==> config.mk <==
export PLATFORM = sky130hd
export DESIGN_NAME = hazard_ctrl_param
export DESIGN_NICKNAME = d
export VERILOG_FILES = /design/src/rtl/hazard_ctrl_param.sv
export SDC_FILE = /design/constraint.sdc
export NUM_CORES = 1
export LEC_CHECK = 0
export CORE_MARGIN = 2
export CORE_UTILIZATION = 36
export DETAILED_ROUTE_END_ITERATION = 7
export PLACE_DENSITY_LB_ADDON = 0.2
export SLEW_MARGIN = 20
export SYNTH_ARGS = -nofsm -noshare
export SYNTH_HDL_FRONTEND = slang
export SYNTH_SLANG_ARGS = --single-unit
==> constraint.sdc <==
create_clock -name clk -period 2.1 [get_ports clk]
set_input_delay 0.315 -clock clk [delete_from_list [all_inputs] [get_ports clk]]
set_output_delay 0.315 -clock clk [all_outputs]
set_load 0.02 [all_outputs]
==> src/rtl/hazard_ctrl_param.sv <==
// Hazard controller for the 5-stage 16-bit pipeline.
// Purpose: detects load-use hazards between IF/ID and ID/EX and drives stall/flush controls
// for the IF/ID and ID/EX registers. Also generates a multi-cycle flush after a taken branch
// and runs a halt-drain FSM that stops the pipeline once an HLT has reached writeback.
// Ports:
//   clk, rst         - pipeline clock, synchronous active-high reset
//   if_id_instr      - instruction held in IF/ID (consumer side)
//   id_ex_instr      - instruction held in ID/EX (producer side)
//   id_ex_MemToReg   - ID/EX instruction is a load
//   ex_branch_taken  - branch resolved taken in EX this cycle
//   stall            - hold PC and IF/ID, insert bubble into ID/EX
//   flush            - squash IF/ID contents
//   hlt_out          - halt has reached writeback
//   halted           - FSM is in the halted state
module hazard_ctrl_param #(
  parameter int unsigned INSTR_W   = 16,
  parameter int unsigned REG_W     = 4,
  parameter int unsigned LU_STALL  = 1,
  parameter int unsigned BR_FLUSH  = 1,
  parameter int unsigned HLT_DRAIN = 3,
  parameter bit          R0_ZERO   = 1'b1
) (
  input  logic               clk,
  input  logic               rst,
  input  logic [INSTR_W-1:0] if_id_instr,
  input  logic [INSTR_W-1:0] id_ex_instr,
  input  logic               id_ex_MemToReg,
  input  logic               ex_branch_taken,
  output logic               stall,
  output logic               flush,
  output logic               hlt_out,
  output logic               halted
);

  typedef enum logic [1:0] {StRun, StDrain, StHalted} state_e;

  state_e     state_q, state_d;
  logic [2:0] hc_q, hc_d;
  logic [2:0] lu_cnt_q, lu_cnt_d;
  logic [1:0] fl_cnt_q, fl_cnt_d;

  logic [3:0]       opcode;
  logic             rs_hi;
  logic [REG_W-1:0] rs, rt, dest;
  logic             is_hlt;
  logic             lu_hit;
  logic             flush_raw;
  logic             run_stall;
  logic             unused_bits;

  assign opcode = if_id_instr[INSTR_W-1 -: 4];
  // SW, LHB and LLB carry their source register in the destination field.
  assign rs_hi  = (opcode == 4'b1001) || (opcode == 4'b1010) || (opcode == 4'b1011);
  assign rs     = rs_hi ? if_id_instr[8 +: REG_W] : if_id_instr[4 +: REG_W];
  assign rt     = if_id_instr[REG_W-1:0];
  assign dest   = id_ex_instr[8 +: REG_W];
  assign is_hlt = (opcode == 4'b1111);

  assign unused_bits = ^{id_ex_instr[INSTR_W-1:8+REG_W], id_ex_instr[7:0]};

  assign lu_hit = id_ex_MemToReg && ((rs == dest) || (rt == dest)) &&
                  !(R0_ZERO && (dest == '0));

  assign flush_raw = ex_branch_taken || (fl_cnt_q != 2'd0);
  // A flushed consumer is squashed, so its load-use stall is moot.
  assign run_stall = (lu_hit || (lu_cnt_q != 3'd0)) && !flush_raw;

  always_comb begin
    fl_cnt_d = fl_cnt_q;
    if (ex_branch_taken) begin
      fl_cnt_d = 2'(BR_FLUSH - 1);
    end else if (fl_cnt_q != 2'd0) begin
      fl_cnt_d = fl_cnt_q - 2'd1;
    end
  end

  always_comb begin
    lu_cnt_d = lu_cnt_q;
    if (flush_raw) begin
      lu_cnt_d = 3'd0;
    end else if (lu_hit && (lu_cnt_q == 3'd0)) begin
      lu_cnt_d = 3'(LU_STALL - 1);
    end else if (lu_cnt_q != 3'd0) begin
      lu_cnt_d = lu_cnt_q - 3'd1;
    end
  end

  always_comb begin
    state_d = state_q;
    hc_d    = hc_q;
    unique case (state_q)
      StRun: begin
        // An HLT held by a stall or squashed by a flush must not start draining.
        if (is_hlt && !run_stall && !flush_raw) begin
          state_d = StDrain;
          hc_d    = 3'(HLT_DRAIN - 1);
        end
      end
      StDrain: begin
        if (ex_branch_taken) begin
          state_d = StRun;
          hc_d    = 3'd0;
        end else if (hc_q == 3'd0) begin
          state_d = StHalted;
        end else begin
          hc_d = hc_q - 3'd1;
        end
      end
      StHalted: begin
        state_d = StHalted;
      end
      default: begin
        state_d = StRun;
        hc_d    = 3'd0;
      end
    endcase
  end

  always_ff @(posedge clk) begin
    if (rst) begin
      state_q  <= StRun;
      hc_q     <= 3'd0;
      lu_cnt_q <= 3'd0;
      fl_cnt_q <= 2'd0;
    end else begin
      state_q  <= state_d;
      hc_q     <= hc_d;
      lu_cnt_q <= lu_cnt_d;
      fl_cnt_q <= fl_cnt_d;
    end
  end

  always_comb begin
    halted = (state_q == StHalted);
    stall  = halted || run_stall;
    flush  = !halted && flush_raw;
    // The last drain cycle is the one where HLT sits in writeback; a branch resolving in
    // that same cycle proves it speculative, so it must not report the halt.
    hlt_out = halted || ((state_q == StDrain) && (hc_q == 3'd0) && !ex_branch_taken);
  end

endmodule

==> results of run 1 <==
-- tightest hold or removal path: stages --
cell and delay, ns:
buf_2 0.10, nand4_1 0.10, nor4_1 0.05, a21oi_1 0.14
-- state kept, by name, indices dropped and copies added (netlist names) --
| name | cells |
|---|---|
| fl_cnt_q | 2 |
| hc_q | 3 |
| lu_cnt_q | 3 |
| state_q | 2 |
-- layout by cell type, fill, tap and decap left out, drive strengths merged, types with 2 or more instances in the layout --
cell / netlist / final
a21oi: 8 / 8
a31oi: 2 / 2
a41o: 2 / 2
buf: 2 / 31
clkbuf: 0 / 4
clkdlybuf4s15: 0 / 4
clkdlybuf4s50: 0 / 9
dfxtp: 10 / 10
ha: 5 / 5
inv: 11 / 11
nand2: 2 / 2
nand2b: 3 / 3
nand3: 2 / 2
nand4: 4 / 4
nand4b: 2 / 2
nor2: 9 / 9
nor3: 6 / 6
o21ai: 6 / 6
or2b: 3 / 3
or3b: 3 / 3
xnor2: 6 / 6
-- final timing paths --
| kind | from | endpoint | slack (ns) | cells after the start |
|---|---|---|---|---|
| setup / recovery | id_ex_instr[11] | stall | -0.13 | 8 |
| hold / removal | if_id_instr[14] | hc_q[0] | 0.49 | 4 |
| setup reg to reg | state_q[1] | hc_q[0] | 0.28 | 7 |
| hold reg to reg | lu_cnt_q[1] | lu_cnt_q[1] | 0.50 | 1 |
-- per-stage QoR --
step	setup slack (ns)	total power [mW]	util, %
after floorplan	0.00598	0.250	-
after global placement	-0.989	0.330	57.2
after detailed placement	-1.08	0.332	57.2
after CTS	-0.195	0.471	59.8
after global routing	-0.180	0.503	61.2
final	-0.133	0.470	61.2
-- kinds of logic (layout without fill, tap and decap cells) --
logic type,count (synthesis),count (layout),synth area share [%]
buf+inv,13,60,6.37
flops,10,10,24.8
fa+ha+maj,5,5,7.76
simple gates,40,40,28.7
compound gates,26,26,21.9
mux,1,1,2.79
xor+xnor,7,7,7.61
-- per-layer routing --
metal  global-route usage (%)  vias up  part of all wire [%]
li1                         -      461                     -
met1                     22.9      419                    45
met2                     34.4       13                    51
met5                        0        -                     0
met3                     5.56        2                   3.1
met4                     5.26        0                  0.77
-- final cells by class --
class | count | share of cell area [%]
Sequential cell | 10 | 15.1
Clock buffer | 3 | 1.70
Timing Repair Buffer | 46 | 29.3
Multi-Input combinational cell | 79 | 48.2
Tap cell | 28 | 2.64
Inverter | 11 | 3.11
-- power groups by stage --
stage / Sequential (mW) / Clock [mW] / Combinational (mW)
detailed placement: 0.195 / 0 / 0.137
finish: 0.191 / 0.125 / 0.153
global route: 0.191 / 0.148 / 0.165
CTS: 0.191 / 0.132 / 0.148
floorplan: 0.196 / 0 / 0.0539
global placement: 0.195 / 0 / 0.134
-- what timing repair did --
action / CTS / global route
setup endpoints to repair: 7 / 4
gates resized for setup: 76 / 7
buffers inserted: 0 / 2
pin swaps: 11 / 2
==> flow_metrics.env, run 1 <==
export IMPL_powerDensity_nw_per_um2=354
export IMPL_critPathBufInv=2
export IMPL_synth_cell_types=35
export IMPL_dieArea_um2=2630
export IMPL_synth_edf_count=0
export IMPL_fin_ws_ns=-0.133
export IMPL_clock_path_buffers=2
export IMPL_mappedNetlistNets=143
export IMPL_hold_viol=0
export IMPL_grt_start_max_net_pins=9
export IMPL_synth_ff_latch_count=10
export IMPL_wl_um=2220
export IMPL_synth_common_cells="11 x inv_1, 10 x dfxtp_1, 9 x nor2_1"
export IMPL_switchingPower_mw=0.121
export IMPL_dr_pass1_iters=4
export IMPL_cts_root_buffer="clkbuf_4"
export IMPL_worstSkewPairLatency_ns=0.26
export IMPL_antenna_found_initial=0
export IMPL_area_growth_pct=64.8
export IMPL_syn_inst=102
export IMPL_drtIter0Drc=8
export IMPL_routedWlPerCell_um=12.5
export IMPL_period_needed_ns=2.23
export IMPL_holdWs_ns=0.487
export IMPL_start_kind="primary input"
export IMPL_fillCellCount=207
export IMPL_clkPwrFrac_pct=26.6
export IMPL_p_int_mw=0.349
export IMPL_start_util_pct=37.1
export IMPL_finalCritPeriodShare_pct=106
export IMPL_worstMarginPinSlew_ns=0.356
export IMPL_critPathKind="primary input to output port"
export IMPL_cts_hold_buffers=0
export IMPL_worst_slew_margin_rel_pct=75.7
export IMPL_std_cell_rows=17
export IMPL_die_width_um=51.3
export IMPL_drive_gt1_share_pct=35.6
export IMPL_slowest_stage="mux4_2"
export IMPL_postRouteAntennaNets=0
export IMPL_stdcell_area_um2=1330
export IMPL_power_leakage_nw=0.569
export IMPL_die_h_um=51.3
export IMPL_multi_input_area_um2=639
export IMPL_drc=0
export IMPL_worstSetupEndpointType="output port"
export IMPL_cts_tree="built"
export IMPL_setup_tns_ns=-0.133
export IMPL_grt_pass1_wl_um=3820
export IMPL_io_pins=40
export IMPL_grt_total_usage_pct=19.5
export IMPL_violations="negative setup slack"
export IMPL_synthTopCellsByArea="dfxtp_1 25%, ha_1 7.8%, xnor2_1 6.5%, inv_1 5.1%, a21oi_1 5.0%"
export IMPL_clock_sinks=10
export IMPL_grt_pass1_vias=894
export IMPL_dp_hpwl_um=1790
export IMPL_slew_violations=0
export IMPL_netlist_area_um2=806
export IMPL_cp_top_family="compound AO/OA/AOI/OAI gates"
export IMPL_yosysTopAreaCell="dfxtp_1"
export IMPL_combPwrFrac_pct=32.7
export IMPL_synth_most_common_cell="inv_1"
export IMPL_synth_main_ff_cell="dfxtp_1"
export IMPL_overflow=0
export IMPL_arrival_ns=1.92
export IMPL_worstHoldPathType="primary input to flip-flop"
export IMPL_antenna_cells=0
export IMPL_port_buffers=27
export IMPL_htreeDepth=1
export IMPL_max_stage_delay_ns=0.47
export IMPL_ir_drop_mv=0.349
export IMPL_path_cells="buf_12, xnor2_4, nand4b_1, mux4_2, o31a_1, o21a_4, o21bai_4, buf_6"
export IMPL_fmax_mhz=448
export IMPL_core_area_um2=2170
export IMPL_stdcell_count=177
export IMPL_p_seq_share_pct=40.7
export IMPL_finalSetupViolations=1
export IMPL_clk_pin_slew_ns=0.06
export IMPL_vias=895
export IMPL_avgSynthCellArea_um2=7.90
export IMPL_yosys_warnings=0
export IMPL_crit_fanout=3
export IMPL_drt_vias_per_instance=5.06
export IMPL_p_sw_share_pct=25.8
export IMPL_ys_seq_area_share_pct=24.8
export IMPL_synth_async_reset_ratio_pct=0
export IMPL_post_dp_cell_area_um2=1240
export IMPL_synth_top_area_share_pct=24.8
export IMPL_required_ns=1.78
export IMPL_cts_buffers=3
export IMPL_fin_skew_ns=0.00553
export IMPL_layout_nets=192
export IMPL_status="finished, violations left"
export IMPL_regArea_um2=200
export IMPL_placedCellCount=172
export IMPL_rsz0062_at_grt="yes"
export IMPL_gp_congestion=0.856
export IMPL_max_cap_violations=0
Note: power is estimated with default switching activity, not from simulation.
==> inputs of run 2 (changes only) <==
--- a/config.mk
+++ b/config.mk
@@ -9,6 +9,7 @@
 export CORE_UTILIZATION = 36
 export DETAILED_ROUTE_END_ITERATION = 7
 export PLACE_DENSITY_LB_ADDON = 0.2
+export RECOVER_POWER = 25
 export SLEW_MARGIN = 20
 export SYNTH_ARGS = -nofsm -noshare
 export SYNTH_HDL_FRONTEND = slang
==> results of run 2 <==
Final layout, timing and power as in run 1 (identical DEF).
==> inputs of run 3 (changes only) <==
--- a/config.mk
+++ b/config.mk
@@ -10,6 +10,7 @@
 export DETAILED_ROUTE_END_ITERATION = 7
 export PLACE_DENSITY_LB_ADDON = 0.2
 export RECOVER_POWER = 25
+export SKIP_CTS_REPAIR_TIMING = 1
 export SLEW_MARGIN = 20
 export SYNTH_ARGS = -nofsm -noshare
 export SYNTH_HDL_FRONTEND = slang
==> flow_metrics.env, run 3 (synthesized netlist as in run 1, its figures left out) <==
export IMPL_clock_sinks=10
export IMPL_start_util_pct=37.1
export IMPL_required_ns=1.78
export IMPL_multi_input_area_um2=624
export IMPL_rsz0062_at_grt="yes"
export IMPL_antenna_cells=0
export IMPL_fin_ws_ns=-0.249
export IMPL_ir_drop_mv=0.347
export IMPL_drive_gt1_share_pct=30.6
export IMPL_combPwrFrac_pct=31.6
export IMPL_slew_violations=0
export IMPL_overflow=0
export IMPL_area_growth_pct=65.5
export IMPL_dp_hpwl_um=1790
export IMPL_crit_fanout=3
export IMPL_p_int_mw=0.344
export IMPL_worstHoldPathType="primary input to flip-flop"
export IMPL_placedCellCount=172
export IMPL_holdWs_ns=0.472
export IMPL_cts_tree="built"
export IMPL_gp_congestion=0.856
export IMPL_final_common_cell="buf_4"
export IMPL_port_buffers=27
export IMPL_max_cap_violations=0
export IMPL_status="finished, violations left"
export IMPL_grt_pass1_vias=889
export IMPL_finalCritPeriodShare_pct=112
export IMPL_p_sw_share_pct=25.7
export IMPL_drt_vias_per_instance=4.99
export IMPL_cts_buffers=3
export IMPL_antenna_found_initial=0
export IMPL_stdcell_count=175
export IMPL_violations="negative setup slack"
export IMPL_powerDensity_nw_per_um2=347
export IMPL_core_area_um2=2170
export IMPL_std_cell_rows=17
export IMPL_crit_path_frequent_cell="buf_6"
export IMPL_final_util_pct=61.5
export IMPL_routedWlPerCell_um=13.0
export IMPL_clock_path_buffers=2
export IMPL_layout_nets=190
export IMPL_dr_pass1_iters=4
export IMPL_p_seq_share_pct=41.3
export IMPL_worst_slew_margin_rel_pct=75.6
export IMPL_vias=873
export IMPL_post_dp_cell_area_um2=1240
export IMPL_power_leakage_nw=0.635
export IMPL_start_kind="primary input"
export IMPL_largestRegisters="hc_q x3, lu_cnt_q x3"
export IMPL_fillCellCount=207
export IMPL_period_needed_ns=2.35
export IMPL_grt_total_usage_pct=18.4
export IMPL_critPathKind="primary input to output port"
export IMPL_die_width_um=51.3
export IMPL_mostFrequentLayoutCells="18 x buf_4, 11 x inv_1, 10 x dfxtp_1, 10 x dlymetal6s2s_1, 9 x clkdlybuf4s50_1"
export IMPL_regArea_um2=200
export IMPL_switchingPower_mw=0.119
export IMPL_hold_viol=0
export IMPL_htreeDepth=1
export IMPL_cts_root_buffer="clkbuf_4"
export IMPL_max_stage_delay_ns=0.47
export IMPL_slowest_stage="mux4_2"
export IMPL_path_cells="buf_6, xnor2_2, nand4b_1, mux4_2, o31a_1, o21a_4, o21bai_4, buf_6"
export IMPL_clk_pin_slew_ns=0.06
export IMPL_clkPwrFrac_pct=27.2
export IMPL_die_h_um=51.3
export IMPL_drtIter0Drc=10
export IMPL_finalSetupViolations=1
export IMPL_fin_skew_ns=0.00512
export IMPL_postRouteAntennaNets=0
export IMPL_fin_total_pwr_mw=0.463
export IMPL_grt_start_max_net_pins=9
export IMPL_fmax_mhz=426
export IMPL_dieArea_um2=2630
export IMPL_drc=0
export IMPL_wl_um=2270
export IMPL_stdcell_area_um2=1330
export IMPL_io_pins=40
export IMPL_worstMarginPinSlew_ns=0.356
export IMPL_worstSkewPairLatency_ns=0.26
export IMPL_arrival_ns=2.03
export IMPL_grt_pass1_wl_um=3590
export IMPL_worstSetupEndpointType="output port"
run 3: cell types whose count changed in the layout (fill, tap and decap cells not counted):
cell,delta
clkdlybuf4s15_1,-4
a21oi_2,-1
xnor2_2,+1
clkbuf_2,+2
buf_12,-1
a21oi_1,+1
buf_4,-3
buf_6,+1
dlymetal6s2s_1,+9
xnor2_4,-1
buf_2,-6
run 3: metal layers:
layer | global-route usage [%] | wire, um | up-vias
met5 | 0 | 0 | -
met4 | 6.58 | 17 | 0
met3 | 5.85 | 70 | 2
met2 | 32.7 | 1180 | 13
met1 | 20.4 | 1000 | 404
li1 | - | - | 454
run 3: cell type report:
class	count	share of cell area [%]
tap	28	2.63
multi-input combinational	79	46.8
sequential	10	15.0
clock buffer	3	1.69
timing repair buffer	44	30.8
inverter	11	3.10
run 3: power groups by stage:
stage	Sequential, mW	Clock, mW	Combinational [mW]
finish	0.191	0.126	0.146
global route	0.191	0.148	0.158
CTS	0.191	0.132	0.138
detailed placement	0.195	0	0.137
global placement	0.195	0	0.134
floorplan	0.196	0	0.0539
run 3: worst paths after layout:
check / start / endpoint / slack [ns] / cells past startpoint
min reg2reg: lu_cnt_q[1] / lu_cnt_q[1] / 0.51 / 1
max: id_ex_instr[11] / stall / -0.25 / 8
min: if_id_instr[14] / hc_q[0] / 0.47 / 4
max reg2reg: state_q[1] / hc_q[0] / 0.28 / 7
run 3: worst max-delay path, delay by kind of cell:
family          cells  cell delay [ns]
mux                 1             0.47
simple gates        1             0.12
buf+inv             2             0.25
compound gates      3             0.69
xor+xnor            1             0.19
run 3: per-stage QoR:
stage	worst slack, ns	setup TNS, ns
2_1_floorplan	0.00598	0
3_3_place_gp	-0.989	-3.30
3_5_place_dp	-1.08	-3.92
4_1_cts	-1.09	-2.38
5_1_grt	-0.301	-0.301
6_report	-0.249	-0.249
